[config.mk]
export PLATFORM = sky130hd
export DESIGN_NAME = rr_mem_arbiter
export DESIGN_NICKNAME = d
export VERILOG_FILES = /design/src/rtl/rv32i_types.sv /design/src/rtl/line_burst_adaptor.sv /design/src/rtl/rr_mem_arbiter.sv
export SDC_FILE = /design/constraint.sdc
export NUM_CORES = 1
export LEC_CHECK = 0
export ABC_AREA = 1
export BUFFER_PORTS_ARGS = -buffer_cell sky130_fd_sc_hd__buf_2
export CORE_AREA = 5 5 391 393
export CTS_BUF_LIST = sky130_fd_sc_hd__clkbuf_16
export CTS_CLUSTER_SIZE = 30
export DETAILED_ROUTE_END_ITERATION = 10
export DIE_AREA = 0 0 396 398
export SYNTH_ARGS = -nofsm -noshare
export SYNTH_HDL_FRONTEND = slang
export SYNTH_SLANG_ARGS = --single-unit
[constraint.sdc]
create_clock -name clk -period 5.2 [get_ports clk]
set_input_delay 1.04 -clock clk [delete_from_list [all_inputs] [get_ports clk]]
set_output_delay 1.04 -clock clk [all_outputs]
set_load 0.01 [all_outputs]
[src/rtl/rv32i_types.sv]
// Shared types for the memory-side blocks: the 32-bit word used for
// addresses and the state encoding of the line arbiter.
package rv32i_types;

    typedef logic [31:0] rv32i_word;

    typedef enum logic [1:0] {
        ARB_IDLE,
        ARB_XFER,
        ARB_DONE
    } arb_state_t;

endpackage

[src/rtl/line_burst_adaptor.sv]
// Serialises one cache line into BURST_W beats and assembles read beats back
// into a line. A single line register serves both directions: it is loaded
// with the write line at grant, or filled slice by slice on a read.
module line_burst_adaptor #(
    parameter int LINE_W  = 256,
    parameter int BURST_W = 64
) (
    input  logic               clk,
    input  logic               reset_n,
    input  logic               load_i,        // grant cycle: clear beat counter
    input  logic               load_write_i,  // grant of a write: capture line
    input  logic [LINE_W-1:0]  wline_i,
    input  logic               active_i,      // transfer in progress
    input  logic               is_read_i,
    input  logic               mem_resp_i,
    input  logic [BURST_W-1:0] mem_rdata_i,
    output logic [BURST_W-1:0] mem_wdata_o,
    output logic [LINE_W-1:0]  line_o,
    output logic               last_beat_o
);

    localparam int BEATS = LINE_W / BURST_W;
    localparam int CNT_W = (BEATS > 1) ? $clog2(BEATS) : 1;
    localparam logic [CNT_W-1:0] LAST_BEAT = CNT_W'(BEATS - 1);

    logic [CNT_W-1:0]  beat_q, beat_d;
    logic [LINE_W-1:0] line_q, line_d;
    logic              beat_ack;

    // mem_resp only counts while a transfer is active
    assign beat_ack    = active_i & mem_resp_i;
    assign last_beat_o = beat_ack && (beat_q == LAST_BEAT);
    assign mem_wdata_o = line_q[beat_q*BURST_W +: BURST_W];
    assign line_o      = line_q;

    // Next-state for beat counter and line register
    always_comb begin
        // NOTE: every output of a combinational block gets a default first, so no path leaves it unassigned and no latch is inferred.
        beat_d = beat_q;
        line_d = line_q;
        if (load_i) begin
            beat_d = '0;
            if (load_write_i) begin
                line_d = wline_i;
            end
        end else if (beat_ack) begin
            if (is_read_i) begin
                line_d[beat_q*BURST_W +: BURST_W] = mem_rdata_i;
            end
            beat_d = (beat_q == LAST_BEAT) ? '0 : beat_q + 1'b1;
        end
    end

    // Beat counter and line register
    always_ff @(posedge clk or negedge reset_n) begin
        if (!reset_n) begin
            beat_q <= '0;
            // NOTE: this wide register is reset because req_rdata and mem_wdata must read as zero during reset.
            line_q <= '0;
        end else begin
            beat_q <= beat_d;
            line_q <= line_d;
        end
    end

endmodule

[src/rtl/rr_mem_arbiter.sv]
// Round-robin arbiter of NUM_PORTS cache-line requesters onto one burst
// memory port; one line transaction in flight, priority rotates after each.
// Build option: define ARB_FIXED_PRIO_EN to pin the priority pointer at port 0
// (lowest-index requester always wins).
module rr_mem_arbiter
    import rv32i_types::*;
#(
    parameter int NUM_PORTS = 2,
    parameter int LINE_W    = 256,
    parameter int BURST_W   = 64
) (
    input  logic                             clk,
    input  logic                             reset_n,
    input  rv32i_word [NUM_PORTS-1:0]        req_addr,
    input  logic      [NUM_PORTS-1:0]        req_read,
    input  logic      [NUM_PORTS-1:0]        req_write,
    input  logic      [NUM_PORTS-1:0][LINE_W-1:0] req_wdata,
    output logic      [LINE_W-1:0]           req_rdata,
    output logic      [NUM_PORTS-1:0]        req_resp,
    output rv32i_word                        mem_addr,
    output logic                             mem_read,
    output logic                             mem_write,
    output logic      [BURST_W-1:0]          mem_wdata,
    input  logic      [BURST_W-1:0]          mem_rdata,
    input  logic                             mem_resp
);

    localparam int        IDX_W     = $clog2(NUM_PORTS);
    localparam int        OFS       = $clog2(LINE_W / 8);
    localparam rv32i_word ADDR_MASK = ~rv32i_word'((1 << OFS) - 1);

    arb_state_t           state_q;
    logic [IDX_W-1:0]     grant_q;
    rv32i_word            addr_q;
    logic                 is_read_q;
    logic                 mem_read_q;
    logic                 mem_write_q;
    logic [NUM_PORTS-1:0] resp_q;

    logic [NUM_PORTS-1:0] cand;
    logic [IDX_W-1:0]     rr_ptr;
    logic [IDX_W-1:0]     idx;
    logic [IDX_W-1:0]     pick;
    logic                 any_cand;
    logic                 load;
    logic                 load_write;
    logic                 last_beat;

    assign cand = req_read | req_write;

    // First candidate at or after rr_ptr, wrapping around the port list
    always_comb begin
        idx      = '0;
        pick     = '0;
        any_cand = 1'b0;
        for (int i = 0; i < NUM_PORTS; i++) begin
            idx = IDX_W'((int'(rr_ptr) + i) % NUM_PORTS);
            if (!any_cand && cand[idx]) begin
                any_cand = 1'b1;
                pick     = idx;
            end
        end
    end

`ifdef ARB_FIXED_PRIO_EN
    assign rr_ptr = '0;
`else
    logic [IDX_W-1:0] rr_ptr_q;

    // Rotate priority to the port after the one just served
    always_ff @(posedge clk or negedge reset_n) begin
        if (!reset_n) begin
            rr_ptr_q <= '0;
        end else if (state_q == ARB_DONE) begin
            rr_ptr_q <= (grant_q == IDX_W'(NUM_PORTS - 1)) ? '0 : grant_q + 1'b1;
        end
    end

    assign rr_ptr = rr_ptr_q;
`endif

    // A port raising read and write together is served as a read
    assign load       = (state_q == ARB_IDLE) && any_cand;
    assign load_write = load && !req_read[pick];

    // Transaction FSM: grant, hold burst request, pulse completion
    always_ff @(posedge clk or negedge reset_n) begin
        if (!reset_n) begin
            state_q     <= ARB_IDLE;
            grant_q     <= '0;
            addr_q      <= '0;
            is_read_q   <= 1'b0;
            mem_read_q  <= 1'b0;
            mem_write_q <= 1'b0;
            resp_q      <= '0;
        end else begin
            // NOTE: sequential state uses non-blocking assignments so every register samples pre-edge values.
            resp_q <= '0;
            unique case (state_q)
                ARB_IDLE: begin
                    if (any_cand) begin
                        state_q     <= ARB_XFER;
                        grant_q     <= pick;
                        addr_q      <= req_addr[pick];
                        is_read_q   <= req_read[pick];
                        mem_read_q  <= req_read[pick];
                        mem_write_q <= !req_read[pick];
                    end
                end
                ARB_XFER: begin
                    if (last_beat) begin
                        state_q     <= ARB_DONE;
                        mem_read_q  <= 1'b0;
                        mem_write_q <= 1'b0;
                        resp_q      <= NUM_PORTS'(1) << grant_q;
                    end
                end
                ARB_DONE: state_q <= ARB_IDLE;
                default:  state_q <= ARB_IDLE;
            endcase
        end
    end

    line_burst_adaptor #(
        .LINE_W  (LINE_W),
        .BURST_W (BURST_W)
    ) u_adaptor (
        .clk          (clk),
        .reset_n      (reset_n),
        .load_i       (load),
        .load_write_i (load_write),
        .wline_i      (req_wdata[pick]),
        .active_i     (state_q == ARB_XFER),
        .is_read_i    (is_read_q),
        .mem_resp_i   (mem_resp),
        .mem_rdata_i  (mem_rdata),
        .mem_wdata_o  (mem_wdata),
        .line_o       (req_rdata),
        .last_beat_o  (last_beat)
    );

    assign mem_addr  = addr_q & ADDR_MASK;
    assign mem_read  = mem_read_q;
    assign mem_write = mem_write_q;
    assign req_resp  = resp_q;

endmodule

==> results of run 1 <==
[sequential cells by signal, summed over array words and instances (netlist names)]
name,count
addr_q,27
u_adaptor.line_o,256
grant_q,1
is_read_q,1
rr_ptr,1
state_q,2
u_adaptor.beat_q,2
mem_read,1
mem_write,1
req_resp,2
[placed cells by master, fill, tap and decap left out, types with 3 or more instances in the layout]
master,Yosys,layout
buf_12,0,21
buf_2,80,986
buf_4,7,39
bufinv_16,0,4
clkbuf_16,0,40
clkinv_1,1,9
clkinv_2,0,7
conb_1,1,5
dfrtp_1,294,292
diode_2,0,34
ha_1,6,6
inv_1,522,527
nand2_1,1089,1086
nand2_4,0,6
nand2_8,0,3
nand3_1,936,936
nand4_1,92,92
nor2_1,186,184
o21ai_0,168,168
o21ai_1,17,17
o22ai_1,64,64
[cells by family after synthesis]
kind of cell / Yosys count / synth area share, %
adder cells (fa/ha/maj): 6 / 0.338
AND/OR/NAND/NOR: 2314 / 45.6
AO/OA/AOI/OAI: 252 / 6.06
buffers and inverters: 844 / 14.8
flip-flops: 294 / 33.1
other: 1 / 0.0169
[worst reg2reg max path: cells and delay by family (launching register included)]
kind                       cells  cell delay [ps]
adders and majority gates      1              600
DFF                            1              720
buffers and inverters          2              680
and+or+nand+nor                6             1330
[final timing paths]
check	end	slack [ps]	startpoint	cells past startpoint
worst min register to register	req_resp[0]$_DFF_PN0_	470	grant_q$_DFFE_PN0N_	1
min in group asynchronous	u_adaptor.line_o[68]$_DFFE_PN0P_	520	reset_n	1
worst max register to register	u_adaptor.line_o[167]$_DFFE_PN0P_	1790	u_adaptor.beat_q[1]$_DFFE_PN0P_	9
max in group asynchronous	u_adaptor.line_o[181]$_DFFE_PN0P_	3670	reset_n	2
worst max-delay path	mem_wdata[47]	1100	u_adaptor.beat_q[1]$_DFFE_PN0P_	5
worst min-delay path	req_resp[0]$_DFF_PN0_	470	grant_q$_DFFE_PN0N_	1
[layout make-up]
cell class	count	area [sq um]
multi-input combinational	2577	11700
inverter	528	2010
timing repair buffer	1047	5660
clock buffer	40	1000
tap	1944	2430
clock inverter	29	249
sequential	294	7360
fill	17300	119000
antenna	34	85.1
[metrics by stage]
step	power [uW]	std cells	hold slack (ps)	setup WS [ps]	area [sq um]
global placement	13900	6390	463	1130	29100
floorplan	8780	3715	426	2500	22200
global route	17800	6481	496	1120	30500
detailed placement	14000	6390	458	1070	29100
finish	16900	6493	471	1100	30500
CTS	16900	6459	466	1140	30400
[power breakdown]
part / switching (uW) / total [uW] / internal, uW / leakage (uW)
sequential: 841 / 3880 / 3040 / 0.00392
combinational: 7560 / 10200 / 2680 / 0.0137
clock: 1230 / 2820 / 1590 / 0.000637
[per-layer routing]
layer  routed length [microns]  track usage, %  vias to the layer above  share of wire, %
met3                     18600            6.27                      317                11
li1                          -               -                    13400                 -
met2                     72800            30.2                     1980                45
met1                     62400            24.0                    14800                39
met5                       120               0                        -             0.074
met4                      7680            8.91                       18               4.8
==> metrics, run 1 <==
routed vias/inst=4.70; run status=complete, no violations; total core area=0.149 sq mm; Slew Limit Headroom=32.0%; DP HPWL=122,000 microns; H-tree levels=2; fin. max-slew vios=0; Tot GR Track Use=19.3%; final hold vios=0; Synthesis Warnings=0; Post-Route WL=162,000 microns; Main synth FF type=dfrtp_1; DRC viols=0; most area-consuming cells after synthesis=dfrtp_1, nand3_1, nand2_1, inv_1, o21ai_0; number of global-route vias before repair=28,400; hold buffers post-CTS=0; initial DRC count=3,172; Area Overhead vs Synth=37.3%; CP endpoint kind=output pin; Clk pin slew, worst setup/hold paths=60 ps; WP data required=4160 ps; RSZ-0062 raised after global routing=no; GRT overflow=0; Post-synth EDFFs=0; Mean Syn Cell Area=5.98 sq um; NumNets Final=5,140; fin util=20.4%; Max-Cap Viols=0; CP startpoint kind=flip-flop; setup bufs post-CTS=0; gp weighted congestion=0.952; top-count cell post-synth=nand2_1; Cell Pwr Density=556 mW/mm^2; slowest stage delay, CP=660 ps; share of the synthesized area in the top cell type=33.1%; Post-synth top cells=nand2_1, nand3_1, inv_1; CTS tree=built; TritonCTS buffer count=39; PortBufs=987; sequential area share after synthesis=33.1%; row count=142; Antenna Violating Nets Remaining=0; critical path, cell by cell=inv_4 -> buf_12 -> o21ai_0 -> o22ai_1 -> buf_2; setup TNS=0 ps; initial antenna violation count=71; Die ar.=0.158 sq mm; synthesized flop and latch total=294; shortest period the worst path allows=4100 ps; VDD IR max=0.000344 V; vias=30,500; Finish-stage setup viols=0; Async SR Flop Fraction=100%; initial cell density of the core=14.9%; Hold WC Path Type=reg -> reg; cell area after synthesis=0.0222 sq mm; Crit path buffers/inverters=3; maximum clock rate=0.244 GHz; first-pass iteration count of the detailed router=8; first-pass GRT wire length=220,000 microns; pin count of the biggest net entering global routing=128; critical path arrival=3060 ps; Worst-Margin Slew=1020 ps; synthesized instance count=3,711; share of layout cells above drive strength 1=24.9%; Clock Sinks=294; Top delay family on crit path=buffers and inverters; wire per inst=24.9 microns; quantity of gates resized following cts=0; Clock Skews=30.2 ps; crit path kind=reg -> out; root buffer cell=clkbuf_16; clk_lat worst skew=610 ps; Final period util=78.8%; Pleak=0.0182 uW; number of distinct library cells after synthesis=23; worst-path fanout max=34; Die Span Y=398 microns; Synth area leader=dfrtp_1; Die W=396 microns; Ports=1,003; maximum buffer depth of the clock tree=3; Worst path slowest cell=dfrtp_4
Note: power is estimated with default switching activity, not from simulation.
==> inputs of run 2 (changes only) <==
ABC_AREA = 0   (was 1)
CORE_AREA = 5 5 386 388   (was 5 5 391 393)
DIE_AREA = 0 0 391 393   (was 0 0 396 398)
clock period = 4.1 ns   (was 5.2 ns; I/O delays follow)
==> run 2 against run 1 <==
Core utilization is 0.82 points lower; critical path type unchanged; via count fell by 23%; hold slack got worse by 280 ps; first-iteration DRC count fell by 30%; clock skew down 7.6 ps; total power grew 2.3%; largest cell class unchanged; sequential cell count is the same; synthesized area decreased by 12%; largest power group unchanged; synthesized cell count decreased by 49%; combinational power shrank 13%; worst setup slack worse by 510 ps; wire length down 2.9%.
==> metrics, run 2 <==
run status=complete, no violations (unchanged); Pleak=0.0128 uW (was 0.0182 uW); WP data required=3280 ps (was 4160 ps); Slew Limit Headroom=27.0% (was 32.0%); Post-synth EDFFs=0 (unchanged); row count=140 (was 142); DRC viols=0 (unchanged); share of layout cells above drive strength 1=52.9% (was 24.9%); largest family of logic cells by synthesized area=multiplexers (was simple AND/OR/NAND/NOR gates); Antenna Violating Nets Remaining=0 (unchanged); initial DRC count=2,231 (was 3,172); multiplexer area fraction after synthesis=22.1% (was 0%); Max-Cap Viols=0 (unchanged); critical path arrival=2690 ps (was 3060 ps); H-tree levels=2 (unchanged); pin count of the biggest net entering global routing=138 (was 128); shortest period the worst path allows=3510 ps; final hold vios=0 (unchanged); Finished Cell Area=0.0285 sq mm (was 0.0305 sq mm); Ports=1,003 (unchanged); top-count cell post-synth=dfrtp_1 (was nand2_1); vias=23,600 (was 30,500); first-pass iteration count of the detailed router=6 (was 8); wire per inst=33.0 microns (was 24.9 microns); Post-synth top cells=dfrtp_1, nand4_1, mux2_2 (was nand2_1, nand3_1, inv_1); RSZ-0062 raised after global routing=no (unchanged); routed vias/inst=4.97 (was 4.70); initial antenna violation count=113 (was 71); Clock Skews=22.6 ps (was 30.2 ps); placed cells=4,611 (was 6,390); most frequent cells in the layout=buf_2, dfrtp_1, nand4_1, mux2_2 (was nand2_1, buf_2, nand3_1, inv_1, dfrtp_1); most area-consuming cells after synthesis=dfrtp_1, mux2_2, o2111ai_1, nand4_1, mux4_2 (was dfrtp_1, nand3_1, nand2_1, inv_1, o21ai_0); setup TNS=0 ps (unchanged); fin. max-slew vios=0 (unchanged); maximum clock rate=0.285 GHz; total core area=0.145 sq mm (was 0.149 sq mm); Layout Cells excl Fill=4,750 (was 6,493); NumNets Final=3,393 (was 5,140); commonest non-fill, non-tap cell in the layout=buf_2 (was nand2_1); Hold WC Path Type=in -> async (was reg -> reg); hold buffers post-CTS=0 (unchanged); cell area after synthesis=0.0195 sq mm (was 0.0222 sq mm); CP startpoint kind=flip-flop (unchanged); share of the synthesized area in the top cell type=37.6% (was 33.1%); Main synth FF type=dfrtp_1 (unchanged); Die ar.=0.154 sq mm (was 0.158 sq mm); Finish-stage setup viols=0 (unchanged); number of distinct library cells after synthesis=40 (was 23); Tot GR Track Use=19.2% (was 19.3%); Clk pin slew, worst setup/hold paths=70 ps (was 60 ps); Final period util=85.5%; setup bufs post-CTS=0 (unchanged); Synth Area in XOR/XNOR=0% (unchanged); number of global-route vias before repair=22,500 (was 28,400); sequential area share after synthesis=37.6% (was 33.1%); Reg-to-Reg Start=u_adaptor.beat_q[0]$_DFFE_PN0P_ (was u_adaptor.beat_q[1]$_DFFE_PN0P_); worst-path fanout max=64 (was 34); Die Span Y=393 microns (was 398 microns); Cell Pwr Density=608 mW/mm^2 (was 556 mW/mm^2); max FFs per register=256 (unchanged); gp weighted congestion=0.954 (was 0.952); root buffer cell=clkbuf_16 (unchanged); Worst-Margin Slew=1090 ps (was 1020 ps); Clock Sinks=294 (unchanged); Post-Route WL=157,000 microns (was 162,000 microns); clk_lat worst skew=610 ps (about the same); Mean Syn Cell Area=10.3 sq um (was 5.98 sq um); first-pass GRT wire length=204,000 microns (was 220,000 microns); DP HPWL=120,000 microns (was 122,000 microns); synthesized instance count=1,897 (was 3,711); maximum buffer depth of the clock tree=3 (unchanged); compound-cell area share of the yosys netlist=20.6% (was 6.06%); VDD IR max=0.000337 V (was 0.000344 V); crit path kind=reg -> out (unchanged); CP endpoint kind=output pin (unchanged); CTS tree=built (unchanged); Area Overhead vs Synth=45.6% (was 37.3%); Async SR Flop Fraction=100% (unchanged); initial cell density of the core=13.5% (was 14.9%); Simple-Gate Fraction of Synth Area=12.4% (was 45.6%); Synth area leader=dfrtp_1 (unchanged); Post-Synth Adder-Cell Area=0.384% (was 0.338%); Synthesis Warnings=0 (unchanged); placed cell areas=0.0269 sq mm (was 0.0291 sq mm); PortBufs=987 (unchanged); quantity of gates resized following cts=0 (unchanged); synthesized flop and latch total=294 (unchanged); Critical Path Start=u_adaptor.beat_q[0]$_DFFE_PN0P_ (was u_adaptor.beat_q[1]$_DFFE_PN0P_); GRT overflow=0 (unchanged); filler cell count in the final layout=16,200 (was 17,300); Hold WS=191 ps (was 471 ps); Die W=391 microns (was 396 microns); TritonCTS buffer count=44 (was 39)
-- run 2: changes by cell type after synthesis, moves of 152 or more --
cell / delta
nor2_1: -152
o21ai_0: -166
nand2_1: -1021
inv_1: -454
mux2_2: +251
o211ai_1: +192
nand4_1: +164
nand3_1: -870
o2111ai_1: +192
-- run 2: final timing paths --
| kind | slack (ps) | depth (start not counted) | end |
|---|---|---|---|
| worst max-delay path | 590 | 3 | mem_wdata[31] |
| worst min-delay path | 190 | 1 | u_adaptor.line_o[72]$_DFFE_PN0P_ |
| worst max register to register | 1000 | 7 | u_adaptor.line_o[243]$_DFFE_PN0P_ |
| worst min register to register | 500 | 2 | mem_write$_DFFE_PN0P_ |
| max in group asynchronous | 2730 | 2 | u_adaptor.line_o[217]$_DFFE_PN0P_ |
| min in group clk | 460 | 3 | addr_q[25]$_DFFE_PN0N_ |
-- run 2: area by class of cell --
class | instances | area (sq um) | share of cell area, %
multi-input cells | 1266 | 11000 | 38.5
flip-flops and latches | 294 | 7360 | 25.9
repair buffers | 1066 | 5940 | 20.9
well taps | 1917 | 2400 | 8.42
clock buffers | 45 | 1130 | 3.96
clock inverters | 36 | 267 | 0.936
inverters | 68 | 263 | 0.923
diodes | 58 | 145 | 0.510
-- run 2: cells by family after synthesis --
group	after synthesis
AOI/OAI and AO/OA	497
adders and majority gates	6
buffers and inverters	341
DFF	294
muxes	320
other	1
and+or+nand+nor	438
-- run 2: report_power, final --
part	internal, uW	switching, uW	total (uW)
combinational	3410	5510	8920
sequential	3690	877	4570
clock	2190	1650	3830
total	9290	8040	17300
-- run 2: metal layers --
layer | wire length, microns | vias up | track usage, % | share of wire [%]
met5 | 192 | - | 0 | 0.12
met4 | 7140 | 30 | 7.47 | 4.5
met3 | 15100 | 338 | 5.82 | 9.6
met2 | 71100 | 1641 | 30.2 | 45
met1 | 63300 | 12100 | 24.6 | 40
li1 | - | 9516 | - | -
-- run 2: per-stage QoR --
| stage | worst slack (ps) | total power, uW | util [%] |
|---|---|---|---|
| finish | 593 | 17300 | 19.6 |
| global route | 494 | 18100 | 19.6 |
| CTS | 538 | 17500 | 19.5 |
| detailed placement | 731 | 13500 | 18.6 |
| global placement | 739 | 13400 | 18.6 |
| floorplan | 1010 | 9100 | - |
-- run 2: critical path, cell delays in order, from the launching register on --
cell	delay (ps)
dfrtp_4	500
buf_12	490
mux4_2	670
buf_2	180
